$ cat src/rtl/lc3_mem_access.sv
// LC3 memory-access stage: sequences LD/LDR/LDI/ST/STR/STI against a
// synchronous data memory with 1-cycle read latency; indirect ops read a pointer first.
module lc3_mem_access #(
  parameter int DW = 16
) (
  input  logic          clk,
  input  logic          rst,
  input  logic          mem_valid,
  input  logic [DW-1:0] IR_Exec,
  input  logic [DW-1:0] pcout,
  input  logic [DW-1:0] M_Data,
  input  logic [DW-1:0] Data_dout,
  output logic [DW-1:0] Data_addr,
  output logic [DW-1:0] Data_din,
  output logic          Data_rd,
  output logic          Data_wr,
  output logic          busy,
  output logic [DW-1:0] memout,
  output logic          memout_valid,
  output logic [2:0]    mem_dr,
  output logic          store_done
);

  typedef enum logic [2:0] {IDLE, IND_RD, IND_WAIT, READ, READ_WAIT, WRITE} state_t;

  state_t          state_q, state_d;
  logic [DW-1:0]   addr_q, addr_d;
  logic [DW-1:0]   data_q, data_d;
  logic [3:0]      op_q, op_d;
  logic [2:0]      dr_q, dr_d;
  logic [DW-1:0]   memout_q, memout_d;
  logic [2:0]      mem_dr_q, mem_dr_d;
  logic            memout_valid_q, memout_valid_d;
  logic            store_done_q, store_done_d;

  logic unused_ir;
  assign unused_ir = ^IR_Exec[8:0];

  always_ff @(posedge clk) begin
    if (rst) begin
      state_q        <= IDLE;
      addr_q         <= '0;
      data_q         <= '0;
      op_q           <= '0;
      dr_q           <= '0;
      memout_q       <= '0;
      mem_dr_q       <= '0;
      memout_valid_q <= 1'b0;
      store_done_q   <= 1'b0;
    end else begin
      state_q        <= state_d;
      addr_q         <= addr_d;
      data_q         <= data_d;
      op_q           <= op_d;
      dr_q           <= dr_d;
      memout_q       <= memout_d;
      mem_dr_q       <= mem_dr_d;
      memout_valid_q <= memout_valid_d;
      store_done_q   <= store_done_d;
    end
  end

  always_comb begin
    state_d        = state_q;
    addr_d         = addr_q;
    data_d         = data_q;
    op_d           = op_q;
    dr_d           = dr_q;
    memout_d       = memout_q;
    mem_dr_d       = mem_dr_q;
    memout_valid_d = 1'b0;
    store_done_d   = 1'b0;
    Data_addr      = '0;
    Data_din       = '0;
    Data_rd        = 1'b0;
    Data_wr        = 1'b0;
    case (state_q)
      IDLE: begin
        if (mem_valid) begin
          addr_d = pcout;
          data_d = M_Data;
          op_d   = IR_Exec[15:12];
          dr_d   = IR_Exec[11:9];
          case (IR_Exec[15:12])
            4'b0010, 4'b0110: state_d = READ;
            4'b0011, 4'b0111: state_d = WRITE;
            4'b1010, 4'b1011: state_d = IND_RD;
            default:          state_d = IDLE;
          endcase
        end
      end
      IND_RD: begin
        Data_rd   = 1'b1;
        Data_addr = addr_q;
        state_d   = IND_WAIT;
      end
      IND_WAIT: begin
        // Pointer arrives now; it becomes the effective address for the second phase.
        addr_d  = Data_dout;
        state_d = (op_q == 4'b1011) ? WRITE : READ;
      end
      READ: begin
        Data_rd   = 1'b1;
        Data_addr = addr_q;
        state_d   = READ_WAIT;
      end
      READ_WAIT: begin
        memout_d       = Data_dout;
        mem_dr_d       = dr_q;
        memout_valid_d = 1'b1;
        state_d        = IDLE;
      end
      WRITE: begin
        Data_wr      = 1'b1;
        Data_addr    = addr_q;
        Data_din     = data_q;
        store_done_d = 1'b1;
        state_d      = IDLE;
      end
      default: state_d = IDLE;
    endcase
  end

  assign busy         = (state_q != IDLE);
  assign memout       = memout_q;
  assign mem_dr       = mem_dr_q;
  assign memout_valid = memout_valid_q;
  assign store_done   = store_done_q;

endmodule

$ cat config.mk
export PLATFORM = sky130hd
export DESIGN_NAME = lc3_mem_access
export DESIGN_NICKNAME = d
export VERILOG_FILES = /design/src/rtl/lc3_mem_access.sv
export SDC_FILE = /design/constraint.sdc
export NUM_CORES = 1
export LEC_CHECK = 0
export BUFFER_PORTS_ARGS = -buffer_cell sky130_fd_sc_hd__buf_2
export CORE_AREA = 3 3 76 150
export DETAILED_ROUTE_END_ITERATION = 12
export DIE_AREA = 0 0 79 153
export SLEW_MARGIN = 20
export SYNTH_ARGS = -nofsm -noshare
export SYNTH_HDL_FRONTEND = slang
export SYNTH_SLANG_ARGS = --single-unit
$ cat constraint.sdc
create_clock -name clk -period 2.5 [get_ports clk]
set_input_delay 0.125 -clock clk [delete_from_list [all_inputs] [get_ports clk]]
set_output_delay 0.125 -clock clk [all_outputs]
set_load 0.03 [all_outputs]
==> results.yml, run 1 <==
timing:
  maxSlewHeadroom_pct: 54.6
  setup_viol: 0
  fin_crit_sh_pct: 76.5
  setup_tns_ns: 0
  worst_slew_pin_slew_ns: 0.680
  fmax_ghz: 0.523
  drv_slew: 0
  clock_skew_ns: 0.00718
  rsz0062_at_grt: "no"
  period_needed_ns: 1.91
  hold_viol: 0
run_status:
  outcome: "finished, final reports clean"
detailed_routing:
  via_count: 2380
  wirelength_mm: 7.46
  route.detailed.wl_per_inst_um: 13.9
  dr.pass1.iters: 4
  antenna_left: 0
  drc: 0
  viasPerCell: 4.44
  drt-initial-drc-count: 38
worst_setup_path:
  worstSetupPathType: "register to primary output"
  critPathLaunchType: "register"
  cp-end-kind: "primary output"
  r2r_slack_ns: 0.76
  reg2reg_depth: 4
  crit_required_ns: 2.38
  r2r_start: "state_q[2]"
  cpLargestDelayFamily: "flip-flops"
  worst-path-stages: 5
  cp.arrival_ns: 1.79
  worst-path-buf-inv: 2
  path_cells: "nand2_1 -> nor2_1 -> buf_4 -> and2_1 -> buf_2"
  crit_path_start: "state_q[0]"
  crit_fanout: 17
  crit_slowest_cell: "dfxtp_1"
  setup.worst_path.end: "Data_din[9]"
  max_stage_delay_ns: 0.62
  r2r-end: "data_q[5]"
floorplanning:
  core_area_um2: 10500
  die_w_um: 79
  pin_count: 123
  start_util_pct: 24.5
  chipHeight_um: 153
  rows: 53
  dieArea_um2: 12100
grt:
  grt_max_degree: 31
  grt_remaining_overflow: 0
  antenna_found_initial: 0
  grt_pass1_wl_mm: 11.7
  grt_pass1_vias: 2331
  grtUsageTotal_pct: 12.6
logic_synthesis:
  synth_cells: 282
  yosysTopAreaCell: "dfxtp_1"
  synth_area_leaders: "dfxtp_1 (49%), and2_1 (12%), mux2i_1 (7.4%), nand2_1 (7.0%), a221o_1 (6.2%)"
  async_reset_ff_share_pct: 0
  synth_fp_nets: 349
  ys_seq_elements: 63
  synthDistinctLibCells: 26
  synth_top_area_share_pct: 49.2
  ys_seq_area_share_pct: 49.2
  synth.avg_cell_area_um2: 9.10
  synth_flop_cell: "dfxtp_1"
  syn_area_um2: 2560
  synth_edf_count: 0
  yosysWarnings: 0
worst_hold_path:
  min_delay_path_depth: 2
  hold_path.class: "input pin to register"
power:
  power_leakage_nw: 1.68
  power_mw: 2.68
  ir_drop_mv: 0.333
  p_per_area_nw_per_um2: 745
final_layout:
  final_cell_mix: "buf_2 (113), dfxtp_1 (63), nand2_1 (48), and2_1 (48), a21oi_1 (26)"
  area_growth_pct: 40.2
  nets: 461
  insertedDiodeCount: 0
  drive_above_1_share_pct: 35.3
  layout_commonest_cell: "buf_2"
  fin_area_um2: 3600
clock_network:
  root_buffer: "clkbuf_16"
  clk_pin_slew_worst_paths_ns: 0.06
  cts_buffers: 9
  cts_tree: "yes"
  cts_buffer_depth: 2
  post_cts_resized: 0
  ctsHtreeMaxLevel: 3
  cts_setup_buffers: 0
  cts.sinks: 63
  clk_latency_ns: 0.32
  holdBufCountCts: 0
placed_design:
  dpl.hpwl_mm: 5.58
  dpl-instance-area_um2: 3280
  routabilityCongestion: 0.735
  io_buffers: 113
job:
  drv_cap: 0
-- registers in the layout, indices dropped and copies added (netlist names), 3 cells and up --
signal / count
state_q: 3
memout: 16
op_q: 4
data_q: 16
dr_q: 3
addr_q: 16
mem_dr: 3
-- worst register-to-register path: cells and delay by family, from the launching register on --
| family | cells | cell delay [ns] |
|---|---|---|
| AND/OR/NAND/NOR | 2 | 0.80 |
| AO/OA/AOI/OAI | 1 | 0.06 |
| flip-flops | 1 | 0.45 |
| buffers and inverters | 1 | 0.28 |
-- how the worst min path moves through the flow --
stage | slack [ns] | startpoint | end
6_report | 0.03 | pcout[12] | addr_q[12]
4_1_cts | 0.008 | pcout[0] | addr_q[0]
3_3_place_gp | 0.35 | pcout[1] | addr_q[1]
5_1_grt | 0.02 | pcout[0] | addr_q[0]
3_5_place_dp | 0.35 | pcout[0] | addr_q[0]
2_1_floorplan | 0.26 | M_Data[0] | data_q[0]
-- cell families after synthesis --
logic type / share of synthesized area, %
AOI/OAI and AO/OA: 11.8
buffers and inverters: 3.80
DFF: 49.2
muxes: 7.41
and+or+nand+nor: 27.8
-- per-layer routing --
| metal | track usage (%) | up-vias | wire length [um] |
|---|---|---|---|
| li1 | - | 1176 | - |
| met1 | 11.8 | 1130 | 2710 |
| met2 | 24.5 | 67 | 4300 |
| met3 | 3.24 | 7 | 317 |
| met4 | 5.82 | 0 | 129 |
| met5 | 0 | - | 0 |
-- power breakdown --
part | switching (mW) | total, mW | leakage [nW] | internal [mW]
Clock | 0.444 | 1.31 | 0.148 | 0.869
Combinational | 0.154 | 0.268 | 1.01 | 0.113
Sequential | 0.0342 | 1.10 | 0.515 | 1.06
-- cell type report --
type	instances	area [um2]
Fill cell	1168	6880
Sequential cell	63	1260
Multi-Input combinational cell	198	1220
Timing Repair Buffer	121	626
Clock buffer	10	229
Tap cell	137	171
Clock inverter	6	85.1
Inverter	1	3.75
-- Yosys cell counts, types with 2 or more instances --
master and number:
dfxtp_1 63, and2_1 48, nand2_1 48, a21oi_1 26, nor2_1 21, mux2i_1 19, a221o_1 16, buf_2 9
clkbuf_1 9, nor3_1 4, nor2b_1 2, nor3b_1 2, nor4b_2 2
-- metrics by stage --
step	utilization [%]	cells	worst slack [ns]	hold slack, ns
after floorplan	-	282	0.714	0.261
after global placement	31.3	520	0.812	0.350
after detailed placement	31.3	520	0.782	0.350
after CTS	34.3	536	0.557	0.00750
after global routing	34.3	536	0.431	0.0164
final	34.3	536	0.588	0.0255
No activity file was read; power rests on OpenSTA's default activity.
==> inputs of run 2 (changes only) <==
--- a/config.mk
+++ b/config.mk
@@ -5,10 +5,11 @@
 export SDC_FILE = /design/constraint.sdc
 export NUM_CORES = 1
 export LEC_CHECK = 0
+export ABC_AREA = 1
 export BUFFER_PORTS_ARGS = -buffer_cell sky130_fd_sc_hd__buf_2
-export CORE_AREA = 3 3 76 150
+export CORE_AREA = 3 3 80 158
 export DETAILED_ROUTE_END_ITERATION = 12
-export DIE_AREA = 0 0 79 153
+export DIE_AREA = 0 0 83 161
 export SLEW_MARGIN = 20
 export SYNTH_ARGS = -nofsm -noshare
 export SYNTH_HDL_FRONTEND = slang
==> constraint.sdc (replaced) <==
create_clock -name clk -period 1.8 [get_ports clk]
set_input_delay 0.09 -clock clk [delete_from_list [all_inputs] [get_ports clk]]
set_output_delay 0.09 -clock clk [all_outputs]
set_load 0.03 [all_outputs]
==> results.yml, run 2 <==
run_status:
  outcome: "finished, final reports clean"
detailed_routing:
  dr.pass1.iters: 5
  via_count: 2988
  route.detailed.wl_per_inst_um: 12.6
  antenna_left: 0
  wirelength_mm: 8.83
  drt-initial-drc-count: 172
  viasPerCell: 4.26
  drc: 0
worst_setup_path:
  crit_fanout: 5
  crit_required_ns: 1.71
  reg2reg_depth: 6
  cp-end-kind: "primary output"
  worstSetupPathType: "register to primary output"
  r2r_slack_ns: 0.42
  r2r_start: "state_q[1]"
  critPathLaunchType: "register"
  cp.arrival_ns: 1.59
  r2r-end: "addr_q[15]"
floorplanning:
  dieArea_um2: 13400
  rows: 56
  start_util_pct: 24.8
  core_area_um2: 11600
  die_w_um: 83
  pin_count: 123
  chipHeight_um: 161
job:
  drv_cap: 0
logic_synthesis:
  ys_seq_area_share_pct: 43.7
  synth_area_leaders: "dfxtp_1 (44%), nor2_1 (16%), nand2_1 (7.8%), inv_1 (7.3%), o21ai_0 (5.9%)"
  yosysTopAreaCell: "dfxtp_1"
  synth_flop_cell: "dfxtp_1"
  synth.avg_cell_area_um2: 6.87
  synth_common_cells: "nor2_1 (122), dfxtp_1 (63), nand2_1 (60), inv_1 (56), o21ai_0 (34)"
  yosysWarnings: 0
  synth_edf_count: 0
  synth_fp_nets: 487
  synthDistinctLibCells: 24
  syn_area_um2: 2880
  ys_seq_elements: 63
  synth_top_area_share_pct: 43.7
  synth_cells: 420
  yosysMostFrequentCell: "nor2_1"
  async_reset_ff_share_pct: 0
timing:
  setup_viol: 0
  setup_tns_ns: 0
  drv_slew: 0
  maxSlewHeadroom_pct: 68.6
  fmax_ghz: 0.595
  clock_skew_ns: 0.0114
  period_needed_ns: 1.68
  worst_slew_pin_slew_ns: 0.469
  fin_crit_sh_pct: 93.4
  hold_viol: 0
  rsz0062_at_grt: "no"
placed_design:
  dpl.hpwl_mm: 6.54
  routabilityCongestion: 0.844
  dpl-instance-area_um2: 3540
  io_buffers: 113
final_layout:
  fillers: 1280
  area_growth_pct: 41.0
  register_area_um2: 1260
  final_cell_mix: "nor2_1 (122), buf_2 (113), dfxtp_1 (61), nand2_1 (60), inv_1 (55)"
  fin_area_um2: 4070
  postLayoutCoreUtil_pct: 35.0
  drive_above_1_share_pct: 28.6
  nets: 619
  multi_input_area_um2: 1230
  insertedDiodeCount: 0
  layout_commonest_cell: "nor2_1"
clock_network:
  cts.sinks: 63
  ctsHtreeMaxLevel: 3
  cts_tree: "yes"
  clk_latency_ns: 0.33
  cts_buffer_depth: 2
  root_buffer: "clkbuf_16"
  cts_buffers: 9
  clk_pin_slew_worst_paths_ns: 0.05
grt:
  antenna_found_initial: 0
  grt_remaining_overflow: 0
  grt_pass1_wl_mm: 14.1
  grtUsageTotal_pct: 13.2
  grt_max_degree: 32
  grt_pass1_vias: 3021
power:
  switchingPower_mw: 0.998
  power_mw: 3.86
  ir_drop_mv: 0.429
  clkPwrFrac_pct: 44.7
  switching_share_pct: 25.9
  comb_power_share_pct: 15.0
  p_int_mw: 2.86
  p_seq_share_pct: 40.4
  power_leakage_nw: 2.13
  p_per_area_nw_per_um2: 949
worst_hold_path:
  hold_path.class: "input pin to register"
  whs_endpoint: "dr_q[1]"
  min_delay_path_depth: 3
  holdCritStartpoint: "IR_Exec[10]"
==> run 2: changes by cell type after synthesis, moves of 12 or more <==
cell | before | now
inv_1 | 1 | 56
nand3_1 | 0 | 18
o21ai_0 | 1 | 34
a221o_1 | 16 | 0
nand4_1 | 0 | 16
and2_1 | 48 | 0
nand2_1 | 48 | 60
nor2_1 | 21 | 122
a21oi_1 | 26 | 2
mux2i_1 | 19 | 0
==> run 2: final cells by class <==
type | instances | share of cell area [%]
clock buffers | 12 | 6.31
clock inverters | 3 | 1.05
well taps | 145 | 4.46
multi-input cells | 272 | 30.2
flip-flops and latches | 63 | 31.1
inverters | 61 | 5.69
repair buffers | 145 | 21.2
==> run 2: worst max path at each step <==
stage          startpoint  cells past startpoint  slack [ns]            end
2_1_floorplan  state_q[1]                      7        0.01   Data_din[12]
3_3_place_gp   state_q[2]                      4        0.32   Data_addr[1]
3_5_place_dp   state_q[2]                      4        0.27   Data_addr[6]
4_1_cts        state_q[1]                      6        0.04    Data_din[7]
5_1_grt        state_q[1]                      6        0.03   Data_din[14]
6_report       state_q[1]                      6        0.12  Data_addr[10]
==> run 2: power by group through the flow <==
stage,clock network (mW),registers [mW],logic [mW]
4_1_cts,1.79,1.56,0.583
3_5_place_dp,0,1.58,0.542
3_3_place_gp,0,1.58,0.530
2_1_floorplan,0,1.60,0.357
6_report,1.72,1.56,0.577
5_1_grt,1.86,1.57,0.652
==> run 2: worst max-delay path, cell delays in order (launching register included) <==
cell and delay (ns):
dfxtp_1 0.46, inv_2 0.11, buf_4 0.16, o21ai_4 0.17
buf_4 0.17, nor2_1 0.04, buf_2 0.16
==> run 2: through the flow <==
step	std cells	setup slack [ns]	hold slack (ns)
6_report	701	0.118	0.00253
5_1_grt	701	0.0271	0.0103
4_1_cts	699	0.0437	0.00548
3_5_place_dp	664	0.269	0.319
3_3_place_gp	664	0.323	0.313
2_1_floorplan	420	0.0149	0.152
==> run 2: logic make-up after synthesis <==
logic type             Yosys count  share of synthesized area (%)
AO/OA/AOI/OAI                   47                           9.07
buffers and inverters           85                           13.7
flip-flops                      63                           43.7
AND/OR/NAND/NOR                225                           33.5
==> run 2: timing repair <==
| item | in CTS | in global routing |
|---|---|---|
| buffers inserted | 2 | 2 |
| resized for setup | 2 | 2 |
| pin swaps | 1 | 0 |
| endpoints found under the hold margin | 18 | 0 |
| hold buffers | 18 | 0 |
| endpoints found under the setup margin | 32 | 16 |
==> run 2: routing by layer <==
| layer | GRT usage (%) | vias up | share of wire [%] |
|---|---|---|---|
| met3 | 2.76 | 14 | 4.0 |
| met5 | 0 | - | 0 |
| met4 | 8.11 | 0 | 3.1 |
| met2 | 24.9 | 77 | 56 |
| li1 | - | 1549 | - |
| met1 | 12.8 | 1348 | 37 |
==> inputs of run 3 (changes only) <==
--- a/config.mk
+++ b/config.mk
@@ -6,10 +6,10 @@
 export NUM_CORES = 1
 export LEC_CHECK = 0
 export ABC_AREA = 1
-export BUFFER_PORTS_ARGS = -buffer_cell sky130_fd_sc_hd__buf_2
 export CORE_AREA = 3 3 80 158
 export DETAILED_ROUTE_END_ITERATION = 12
 export DIE_AREA = 0 0 83 161
+export DONT_BUFFER_PORTS = 1
 export SLEW_MARGIN = 20
 export SYNTH_ARGS = -nofsm -noshare
 export SYNTH_HDL_FRONTEND = slang
==> results.yml, run 3 (synthesis gave the netlist of run 2 again) <==
floorplanning:
  pin_count: 123
  dieArea_um2: 13400
  start_util_pct: 24.8
  rows: 56
  die_w_um: 83
  chipHeight_um: 161
  core_area_um2: 11600
placed_design:
  routabilityCongestion: 0.799
  place_worst_setup_slack_ns: 0.239
  io_buffers: 0
  dpl.hpwl_mm: 6.41
worst_setup_path:
  crit_fanout: 17
  r2r_start: "state_q[2]"
  worstSetupPathType: "register to primary output"
  crit_path_start: "state_q[1]"
  path_cells: "inv_2 -> nand2_1 -> nor2_2 -> inv_4 -> nor2_1 -> buf_4"
  r2r_slack_ns: 0.40
  critPathLaunchType: "register"
  crit_required_ns: 1.71
  cp-end-kind: "primary output"
  reg2reg_depth: 7
  cp.arrival_ns: 1.60
  max_stage_delay_ns: 0.38
  crit_slowest_cell: "dfxtp_1"
timing:
  clock_skew_ns: 0.00828
  worst_slew_pin_slew_ns: 0.490
  fin_crit_sh_pct: 94.1
  period_needed_ns: 1.69
  setup_tns_ns: 0
  maxSlewHeadroom_pct: 67.2
  hold_viol: 0
  rsz0062_at_grt: "no"
  fmax_ghz: 0.590
  drv_slew: 0
  setup_slack_ns: 0.105
  setup_viol: 0
  fin_hold_ws_ns: 0.0295
run_status:
  outcome: "finished, final reports clean"
power:
  switchingPower_mw: 0.981
  power_mw: 3.92
  comb_power_share_pct: 13.1
  clkPwrFrac_pct: 46.4
  ir_drop_mv: 0.440
  p_seq_share_pct: 40.4
  p_per_area_nw_per_um2: 988
  power_leakage_nw: 1.87
  switching_share_pct: 25.0
  p_int_mw: 2.94
clock_network:
  cts.sinks: 63
  cts_buffers: 9
  cts_buffer_depth: 2
  root_buffer: "clkbuf_16"
  clk_latency_ns: 0.32
  cts_tree: "yes"
  ctsHtreeMaxLevel: 3
  clk_pin_slew_worst_paths_ns: 0.05
final_layout:
  final_cell_mix: "nor2_1 (122), dfxtp_1 (61), nand2_1 (60), inv_1 (55), buf_4 (42)"
  area_growth_pct: 37.7
  register_area_um2: 1260
  layout_commonest_cell: "nor2_1"
  insertedDiodeCount: 0
  postLayoutCoreUtil_pct: 34.2
  fillers: 1233
  drive_above_1_share_pct: 15.4
  multi_input_area_um2: 1230
  nets: 558
detailed_routing:
  via_count: 2860
  drt-initial-drc-count: 193
  route.detailed.wl_per_inst_um: 14.4
  drc: 0
  antenna_left: 0
  viasPerCell: 4.47
  wirelength_mm: 9.19
  dr.pass1.iters: 4
grt:
  grt_pass1_vias: 2946
  grt_remaining_overflow: 0
  grt_max_degree: 50
  grt_pass1_wl_mm: 14.4
  antenna_found_initial: 0
  grtUsageTotal_pct: 13.7
worst_hold_path:
  holdCritStartpoint: "pcout[4]"
  min_delay_path_depth: 4
  hold_path.class: "input pin to register"
job:
  drv_cap: 0
## run 3: repair_timing
action / in CTS / in global routing
pin swaps: 1 / 0
setup buffers: 1 / 0
resized for setup: 2 / 2
setup endpoints to repair: 32 / 16
hold buffers: 40 / 0
cloned: 0 / 0
hold endpoints to repair: 59 / 0
## run 3: worst max-delay path: cells and delay by family (launching register included)
family	cells	cell delay, ns
buf+inv	3	0.49
simple gates	3	0.43
flops	1	0.38
## run 3: path summary, 6_finish.rpt
kind                  endpoint
setup / recovery  Data_din[15]
hold / removal       addr_q[4]
setup reg to reg     addr_q[3]
hold reg to reg        op_q[1]
## run 3: cell type report
cell class                 instances  share of cell area [%]
timing repair buffer              84                    19.0
inverter                          61                    5.83
clock buffer                      11                    6.11
multi-input combinational        272                    30.9
tap                              145                    4.57
sequential                        63                    31.8
clock inverter                     4                    1.76
## run 3: power by group through the flow
stage / sequential [mW] / combinational [mW] / clock [mW]
4_1_cts: 1.59 / 0.521 / 1.89
5_1_grt: 1.60 / 0.580 / 1.94
3_5_place_dp: 1.61 / 0.431 / 0
2_1_floorplan: 1.60 / 0.357 / 0
3_3_place_gp: 1.61 / 0.416 / 0
6_report: 1.59 / 0.515 / 1.82
## run 3: per-stage QoR
| step | area (um2) | instances |
|---|---|---|
| 6_report | 3970 | 640 |
| 5_1_grt | 3970 | 640 |
| 4_1_cts | 3970 | 640 |
| 3_5_place_dp | 3230 | 584 |
| 3_3_place_gp | 3230 | 584 |
| 2_1_floorplan | 2880 | 420 |
## run 3: metal layers
| layer | global-route usage [%] | up-vias | wire length [um] |
|---|---|---|---|
| met5 | 0 | - | 0 |
| met4 | 7.81 | 0 | 247 |
| met3 | 3.22 | 19 | 424 |
| met2 | 26.7 | 99 | 5230 |
| met1 | 12.7 | 1315 | 3290 |
| li1 | - | 1427 | - |
